File: config.mk
export PLATFORM = sky130hd
export DESIGN_NAME = memory_access_unit
export DESIGN_NICKNAME = d
export VERILOG_FILES = /design/src/rtl/memory_access_unit_pkg.sv /design/src/rtl/mmio_handshake_fsm.sv /design/src/rtl/memory_access_unit.sv
export SDC_FILE = /design/constraint.sdc
export NUM_CORES = 1
export LEC_CHECK = 0
export CORE_AREA = 2 2 147 149
export CTS_BUF_LIST = sky130_fd_sc_hd__clkbuf_4
export DETAILED_ROUTE_END_ITERATION = 12
export DIE_AREA = 0 0 149 151
export PLACE_DENSITY_LB_ADDON = 0.3
export SKIP_CTS_REPAIR_TIMING = 1
export SLEW_MARGIN = 20
export SYNTH_ARGS = -nofsm -noshare
export SYNTH_HDL_FRONTEND = slang
export SYNTH_SLANG_ARGS = --single-unit
File: constraint.sdc
create_clock -name clk -period 5.41 [get_ports clk]
set_input_delay 1.082 -clock clk [delete_from_list [all_inputs] [get_ports clk]]
set_output_delay 1.082 -clock clk [all_outputs]
set_load 0.05 [all_outputs]
File: src/rtl/memory_access_unit_pkg.sv
// Shared encodings for the memory stage: writeback source select, SPI MMIO
// register offsets, abort read data and handshake FSM states.
package mem_pkg;

  localparam logic [1:0] RESULT_ALU  = 2'b00;
  localparam logic [1:0] RESULT_LOAD = 2'b01;
  localparam logic [1:0] RESULT_PC4  = 2'b10;

  localparam logic [7:0] SPI_TXDATA = 8'h00;
  localparam logic [7:0] SPI_RXDATA = 8'h04;
  localparam logic [7:0] SPI_STATUS = 8'h08;

  localparam logic [31:0] SPI_ERR_DATA = 32'hFFFF_FFFF;

  typedef enum logic {
    ST_IDLE = 1'b0,
    ST_BUSY = 1'b1
  } mmio_state_t;

endpackage

File: src/rtl/mmio_handshake_fsm.sv
// Tracks an outstanding SPI MMIO access: waits for ack, times out after
// TIMEOUT_CYCLES stalled cycles, and raises the sticky error flag on abort.
//
//   state | meaning
//   IDLE  | no access outstanding; an MMIO access may complete here on a same-cycle ack
//   BUSY  | access issued, waiting for ack; cnt counts cycles spent here
module mmio_handshake_fsm
  import mem_pkg::*;
#(
  parameter int TIMEOUT_CYCLES = 255
) (
  input  logic clk,
  input  logic rst,
  input  logic isMmio,
  input  logic spiAck,
  output logic StallM,
  output logic abort,
  output logic spiErr
);

  localparam logic [7:0] CNT_LIMIT = 8'(TIMEOUT_CYCLES - 1);

  mmio_state_t state, stateNext;
  logic [7:0]  cnt, cntNext;
  logic        errNext;

  always_ff @(posedge clk) begin
    if (rst) begin
      state  <= ST_IDLE;
      cnt    <= '0;
      spiErr <= 1'b0;
    end else begin
      state  <= stateNext;
      cnt    <= cntNext;
      spiErr <= errNext;
    end
  end

  always_comb begin
    stateNext = state;
    cntNext   = cnt;
    errNext   = spiErr;
    case (state)
      ST_IDLE: begin
        if (isMmio && !spiAck) begin
          stateNext = ST_BUSY;
          cntNext   = '0;
        end
      end
      ST_BUSY: begin
        cntNext = cnt + 8'd1;
        if (spiAck || abort) stateNext = ST_IDLE;
        if (abort) errNext = 1'b1;
      end
      default: stateNext = ST_IDLE;
    endcase
  end

  // An ack on the limit cycle wins over the abort.
  always_comb begin
    abort  = !rst && (state == ST_BUSY) && isMmio && !spiAck && (cnt == CNT_LIMIT);
    StallM = !rst && isMmio && !spiAck && !abort;
  end

endmodule

File: src/rtl/memory_access_unit.sv
// Memory stage: DMEM loads/stores, SPI MMIO window routing with stall, and
// the MEM/WB pipeline register.
module memory_access_unit
  import mem_pkg::*;
#(
  parameter logic [31:0] SPI_BASE       = 32'h4000_0000,
  parameter int          TIMEOUT_CYCLES = 255
) (
  input  logic        clk,
  input  logic        rst,
  input  logic        RegWriteM,
  input  logic        MemWriteM,
  input  logic [1:0]  ResultSrcM,
  input  logic [4:0]  RD_M,
  input  logic [31:0] PCPlus4M,
  input  logic [31:0] WriteDataM,
  input  logic [31:0] ALU_ResultM,
  output logic [31:0] dmem_addr,
  output logic [31:0] dmem_wdata,
  output logic        dmem_we,
  input  logic [31:0] dmem_rdata,
  output logic        spi_req,
  output logic        spi_we,
  output logic [7:0]  spi_addr,
  output logic [31:0] spi_wdata,
  input  logic        spi_ack,
  input  logic [31:0] spi_rdata,
  output logic        StallM,
  output logic        spi_err,
  output logic        RegWriteW,
  output logic [1:0]  ResultSrcW,
  output logic [4:0]  RD_W,
  output logic [31:0] PCPlus4W,
  output logic [31:0] ALU_ResultW,
  output logic [31:0] ReadDataW
);

  logic isMem, isMmio, isDmem, ackValid, abort;

  assign isMem  = MemWriteM | (ResultSrcM == RESULT_LOAD);
  assign isMmio = isMem & (ALU_ResultM[31:8] == SPI_BASE[31:8]);
  assign isDmem = isMem & ~isMmio;

  assign dmem_addr  = ALU_ResultM;
  assign dmem_wdata = WriteDataM;
  assign dmem_we    = MemWriteM & isDmem & ~rst;

  // Request fields are zeroed outside an access so the controller sees a clean bus.
  assign spi_req   = isMmio & ~rst;
  assign spi_we    = spi_req & MemWriteM;
  assign spi_addr  = spi_req ? ALU_ResultM[7:0] : 8'h00;
  assign spi_wdata = spi_req ? WriteDataM : 32'h0;
  assign ackValid  = spi_ack & spi_req;

  mmio_handshake_fsm #(
    .TIMEOUT_CYCLES(TIMEOUT_CYCLES)
  ) u_fsm (
    .clk    (clk),
    .rst    (rst),
    .isMmio (isMmio),
    .spiAck (ackValid),
    .StallM (StallM),
    .abort  (abort),
    .spiErr (spi_err)
  );

  always_ff @(posedge clk) begin
    if (rst) begin
      RegWriteW   <= 1'b0;
      ResultSrcW  <= RESULT_ALU;
      RD_W        <= '0;
      PCPlus4W    <= '0;
      ALU_ResultW <= '0;
      ReadDataW   <= '0;
    end else if (StallM) begin
      RegWriteW <= 1'b0;
    end else begin
      RegWriteW   <= RegWriteM;
      ResultSrcW  <= ResultSrcM;
      RD_W        <= RD_M;
      PCPlus4W    <= PCPlus4M;
      ALU_ResultW <= ALU_ResultM;
      if (ackValid)   ReadDataW <= spi_rdata;
      else if (abort) ReadDataW <= SPI_ERR_DATA;
      else            ReadDataW <= dmem_rdata;
    end
  end

endmodule
Yosys cells after proc, flatten, opt, wreduce, memory -nomap -nowiden
Index checks and enable logic that the tools add are counted.
Widths: inputs -> output; s select.

operators by class
  $add $sub $neg = 1
  equal/unequal tests = 4
  mux-type cells = 9
  bitwise logic cells = 11
  reduce and logical (&&, ||, !) cells = 14

operators by type and width
  kind                  count
  $mux 32               3
  $eq 24x23->1 const B  1
  $mux 8                2
  $pmux 8 s2            1
  $add 8x1->8 const B   1
  $eq 8x8->1 const B    1
  $logic_and 1x1->1     8
  $and 1x1->1           7
  $logic_not 1->1       3
  $not 1->1             3
  $eq 2x1->1 const B    1
  $mux 1                2
  $ne 2x1->1 const B    1
  $pmux 1 s2            1
  $reduce_and 2->1      1
  $reduce_or 2->1       1
  $logic_or 1x1->1      1
  $or 1x1->1            1

word-level totals
  register bits after elaboration = 114
  input bits = 172
  output and inout port bits = 213
  word-level logic and storage cells = 48

Longest topological paths before layout
  depth in word-level cells = 11
  mapped depth = 9
  mapped depth without buffers = 7

By module
From an unflattened synthesis, not the netlist that was laid out.

unflattened totals
  cell total of the unflattened synthesis = 642
  area, all modules = 5604.1 sq um

by module, submodules not included
  module              times used  cells each  area each (sq um)  sequential area each (sq um)
  memory_access_unit  1           582         5077.4             2082.0
  mmio_handshake_fsm  1           60          526.8              200.2

Least setup slack after synthesis
OpenSTA, ideal clock, no wires.

  kind = input-to-output
  from = in ALU_ResultM[16]
  to = out StallM
  data arrival time = 3351 ps
  required time = 4328 ps
  setup slack = 977 ps
  stages = 6
  buffers on the path = 2
  cells stage by stage = nor4_2 > nand4_2 > nor3_1 > buf_4 > buf_4 > nor3b_1

on the way
  cells in the longest elaborated chain, start to end = 9
  elaborated cells between the ends (all ways) = 12
  those cells by class = eq/ne (1); bitwise (3); reduce/logical (8)

RTL lines
  item                            line                                                source
  from (decl)                     memory_access_unit.sv:17                            input logic [31:0] ALU_ResultM,
  $eq 24x23->1 (*)                memory_access_unit.sv:41                            assign isMmio = isMem & (ALU_ResultM[31:8] == SPI_BASE[31:8]);
  $and 1x1->1 (*)                 memory_access_unit.sv:41
  $and 1x1->1                     memory_access_unit.sv:49                            assign spi_req = isMmio & ~rst;
  $and 1x1->1                     memory_access_unit.sv:53                            assign ackValid = spi_ack & spi_req;
  $logic_not 1->1                 mmio_handshake_fsm.sv:61, mmio_handshake_fsm.sv:62
  $logic_and 1x1->1 (2 in a row)  mmio_handshake_fsm.sv:61                            abort = !rst && (state == ST_BUSY) && isMmio && !spiAck && (cnt == CNT_LIMIT);
  $logic_not 1->1                 mmio_handshake_fsm.sv:62                            StallM = !rst && isMmio && !spiAck && !abort;
  $logic_and 1x1->1 (*)           mmio_handshake_fsm.sv:62
  to (decl)                       memory_access_unit.sv:28                            output logic StallM,

Every way passes the cells marked *; elsewhere a longest branch is shown, timed or not.

Final worst setup path
  from = in ALU_ResultM[22]
  to = out spi_we

on the way
  cells in the longest elaborated chain, start to end = 4

RTL lines
  item          line                      source
  $eq 24x23->1  memory_access_unit.sv:41
  $and 1x1->1   memory_access_unit.sv:41
  $and 1x1->1   memory_access_unit.sv:49
  $and 1x1->1   memory_access_unit.sv:50  assign spi_we = spi_req & MemWriteM;
  to (decl)     memory_access_unit.sv:23  output logic spi_we,

Every way passes these cells.

==> impl_results.md <==
* DRC violations left at 0
* Asr flop ratio synth at 0%
* Total of max-cap violations at 0
* Initial antenna violation count at 0
* Final setup fails at 0
* Leak at about 3.6 nW
* # rows at 53
* Layout cells sized above 1 at around 11%
* Clock sink total at 114
* Max H-tree Level at 4
* Most used DFF post-synth: dfxtp_1
* Worst Hold Path EP: ALU_ResultW[1]
* Final hold vios at 0
* Gr ovfl total at 0
* Synth Cell Area at 5400 um^2
* Final setup TNS at 0 ps
* CP max stage delay at between 800 and 900 ps
* GRT Resource Usage Total at ~16%
* Final Cycle Share at between 80% and 90%
* Via-to-Cell Ratio at 4.27
* IO buf count at 384
* Arrival time worst endpoint at about 3700 ps
* Dpl ws at 646 ps
* Yosys cell types at 36
* Fin crit period at between 4000 and 5000 ps
* Count of final max-slew check failures at 0
* Skew final at 27.1 ps
* Req. time, crit path at between 4000 and 5000 ps
* Die H at ~150 um
* EDFF count, synth at 0
* Die area at around 22000 um^2
* Placed Cells at 1200
* Most frequent CP cell: clkdlybuf4s50_1
* R2R Setup Slk at just under 3000 ps
* Worst setup margin at 650 ps
* Hold crit path type: flop to flop
* Crit path buffers/inverters at 2
* Wire per inst at around 16 um
* PD cells at 223 nW/um^2
* Worst hold stages at 2
* Layout area overhead at 77.6%
* Net Count, Synth at around 800
* Maximum vdd drop at approximately 140 uV
* Worst path cell trace: clkdlybuf4s50_1 > nor4_2 > nand4_2 > nor3_1 > clkdlybuf4s50_1
* Clock Latency Late Sink at between 500 and 600 ps
* Clk buf depth at 2
* Vias in the first global route at between 4k and 5k
* Fin nets at ~1.1k
* Boundary pin count at 385
* Vias at 5251
* Gpl congestion at between 0.7 and 0.8
* Final Routed Wirelength at about 19 mm
* Worst path slowest cell: clkdlybuf4s50_1
* Root buf cell: clkbuf_4
* RSZ-0062 raised after global routing: false
* HP Start: ALU_ResultW[1]
* Achievable clock frequency at roughly 210 MHz
* Crit Path Max Fanout at 7
* # diodes at 0
* CP endpoint kind: primary output
* Status: complete, no violations
* TritonRoute pass-1 iters at 4
* Worst setup SP type: primary input
* Ranking of synthesized cells by area: dfxtp_1 (42%), buf_4 (9.6%), nand2_1 (7.0%)
* Cell family with most CP delay: buffers and inverters
* Avg Inst Size Synth at about 8.4 um^2
* Reg2Reg Launch Point: u_fsm.cnt[1]
* Synth area leader: dfxtp_1
* Sequential share of the synthesized area at roughly 42%
* Area fraction of the dominant cell type after synthesis at a little over two fifths
* First-pass GRT wire length at around 28 mm
* Ys Warns at 0
* Initial Utilization at approximately 26%
* Die W at roughly 150 um
* Hold Slack at between 400 and 500 ps
* Post-route insts no fill at around 1.2k
* Largest net degree at the start of global routing at 82
* Synth Instances at 639
* CTS clock-pin slew for the worst setup and hold paths at 90 ps
* CTS tree: done
* Yosys reg bits at 114
* Detailed Place HPWL at approximately 14 mm
* Worst relative slew slack at 33.1%
* Placeable Area at 20800 um^2
* Reg-to-reg endpoint: u_fsm.state
* CTS buffer count at 17
* Post-DRT Antenna Nets at 0
* DR iter-0 viols at approximately 190
* Worst slew pin tran at 1000 ps
* CP Class: primary input to primary output
* Reg2reg path depth at 6
[cell usage in the layout (no fill, tap or decap), types with 6 or more instances in the layout]
cell               n
clkdlybuf4s50_1  341
dfxtp_1          114
nand2_1          100
a21oi_1           58
nor2_1            55
buf_12            42
and2_1            40
nand2b_1          34
nor3_1            33
mux2i_1           32
clkbuf_4          19
a21oi_2           15
buf_4              7
nor2_2             6
o21ai_0            6
[worst max path at each step]
stage                    startpoint       endpoint  slack (ps)  depth (start not counted)
floorplan           ALU_ResultM[16]         StallM         980                          6
global placement    ALU_ResultM[22]         spi_we         670                          5
detailed placement  ALU_ResultM[22]         spi_we         650                          5
CTS                 ALU_ResultM[22]         spi_we         610                          5
global route        ALU_ResultM[22]  spi_wdata[26]         500                          7
finish              ALU_ResultM[22]         spi_we         650                          5
[worst reg2reg max path, delay by kind of cell (launching register included)]
family,cells,cell delay [ps]
compound gates,2,630
simple gates,3,1120
flops,1,420
fa+ha+maj,1,170
[through the flow]
stage | utilization (%) | power [W] | cell area, um^2
2_1_floorplan | - | 0.00126 | 5400
3_3_place_gp | 44.7 | 0.00151 | 9300
3_5_place_dp | 44.7 | 0.00151 | 9300
4_1_cts | 46.0 | 0.00217 | 9580
5_1_grt | 46.0 | 0.00224 | 9580
6_report | 46.0 | 0.00214 | 9580
[cell usage after synthesis, drive strengths merged (4+ instances only)]
master / count
nor2: 61
nand4: 5
or3: 5
inv: 4
buf: 85
clkbuf: 19
nand2b: 34
nand2: 100
dfxtp: 114
o21ai: 6
a21oi: 73
and2: 40
nor3: 34
mux2i: 32
nor4: 8
[per-layer routing]
layer	vias up	part of all wire, %	track usage (%)	routed length [um]
li1	2657	-	-	-
met1	2386	41	20.5	8000
met2	201	48	26.6	9320
met3	7	9.9	6.72	1920
met4	0	0.66	2.95	127
met5	-	0	0	0
[logic make-up after synthesis]
group                      count (synthesis)  synth area share, %
AOI/OAI and AO/OA                         84                 9.09
adders and majority gates                  2                0.464
buffers and inverters                    108                 14.4
DFF                                      114                 42.3
muxes                                     33                 6.14
and+or+nand+nor                          298                 27.6
[flip-flops by register name, indices dropped and copies added (netlist names)]
register      flops
u_fsm.state       1
PCPlus4W         32
ALU_ResultW      32
RegWriteW         1
u_fsm.spiErr      1
RD_W              5
ReadDataW        32
u_fsm.cnt         8
ResultSrcW        2
[where the power goes]
group / switching, W / internal (W)
Sequential: 0.0000202 / 0.000881
Clock: 0.000326 / 0.000322
Combinational: 0.000343 / 0.000244
Total: 0.000689 / 0.00145
[final cells by class]
class | instances | area (um^2)
clock buffers | 19 | 143
fillers | 2039 | 11200
clock inverters | 12 | 141
repair buffers | 390 | 4310
flip-flops and latches | 114 | 2280
well taps | 275 | 344
inverters | 4 | 15.0
multi-input cells | 417 | 2350
No activity file was read; power rests on OpenSTA's default activity.
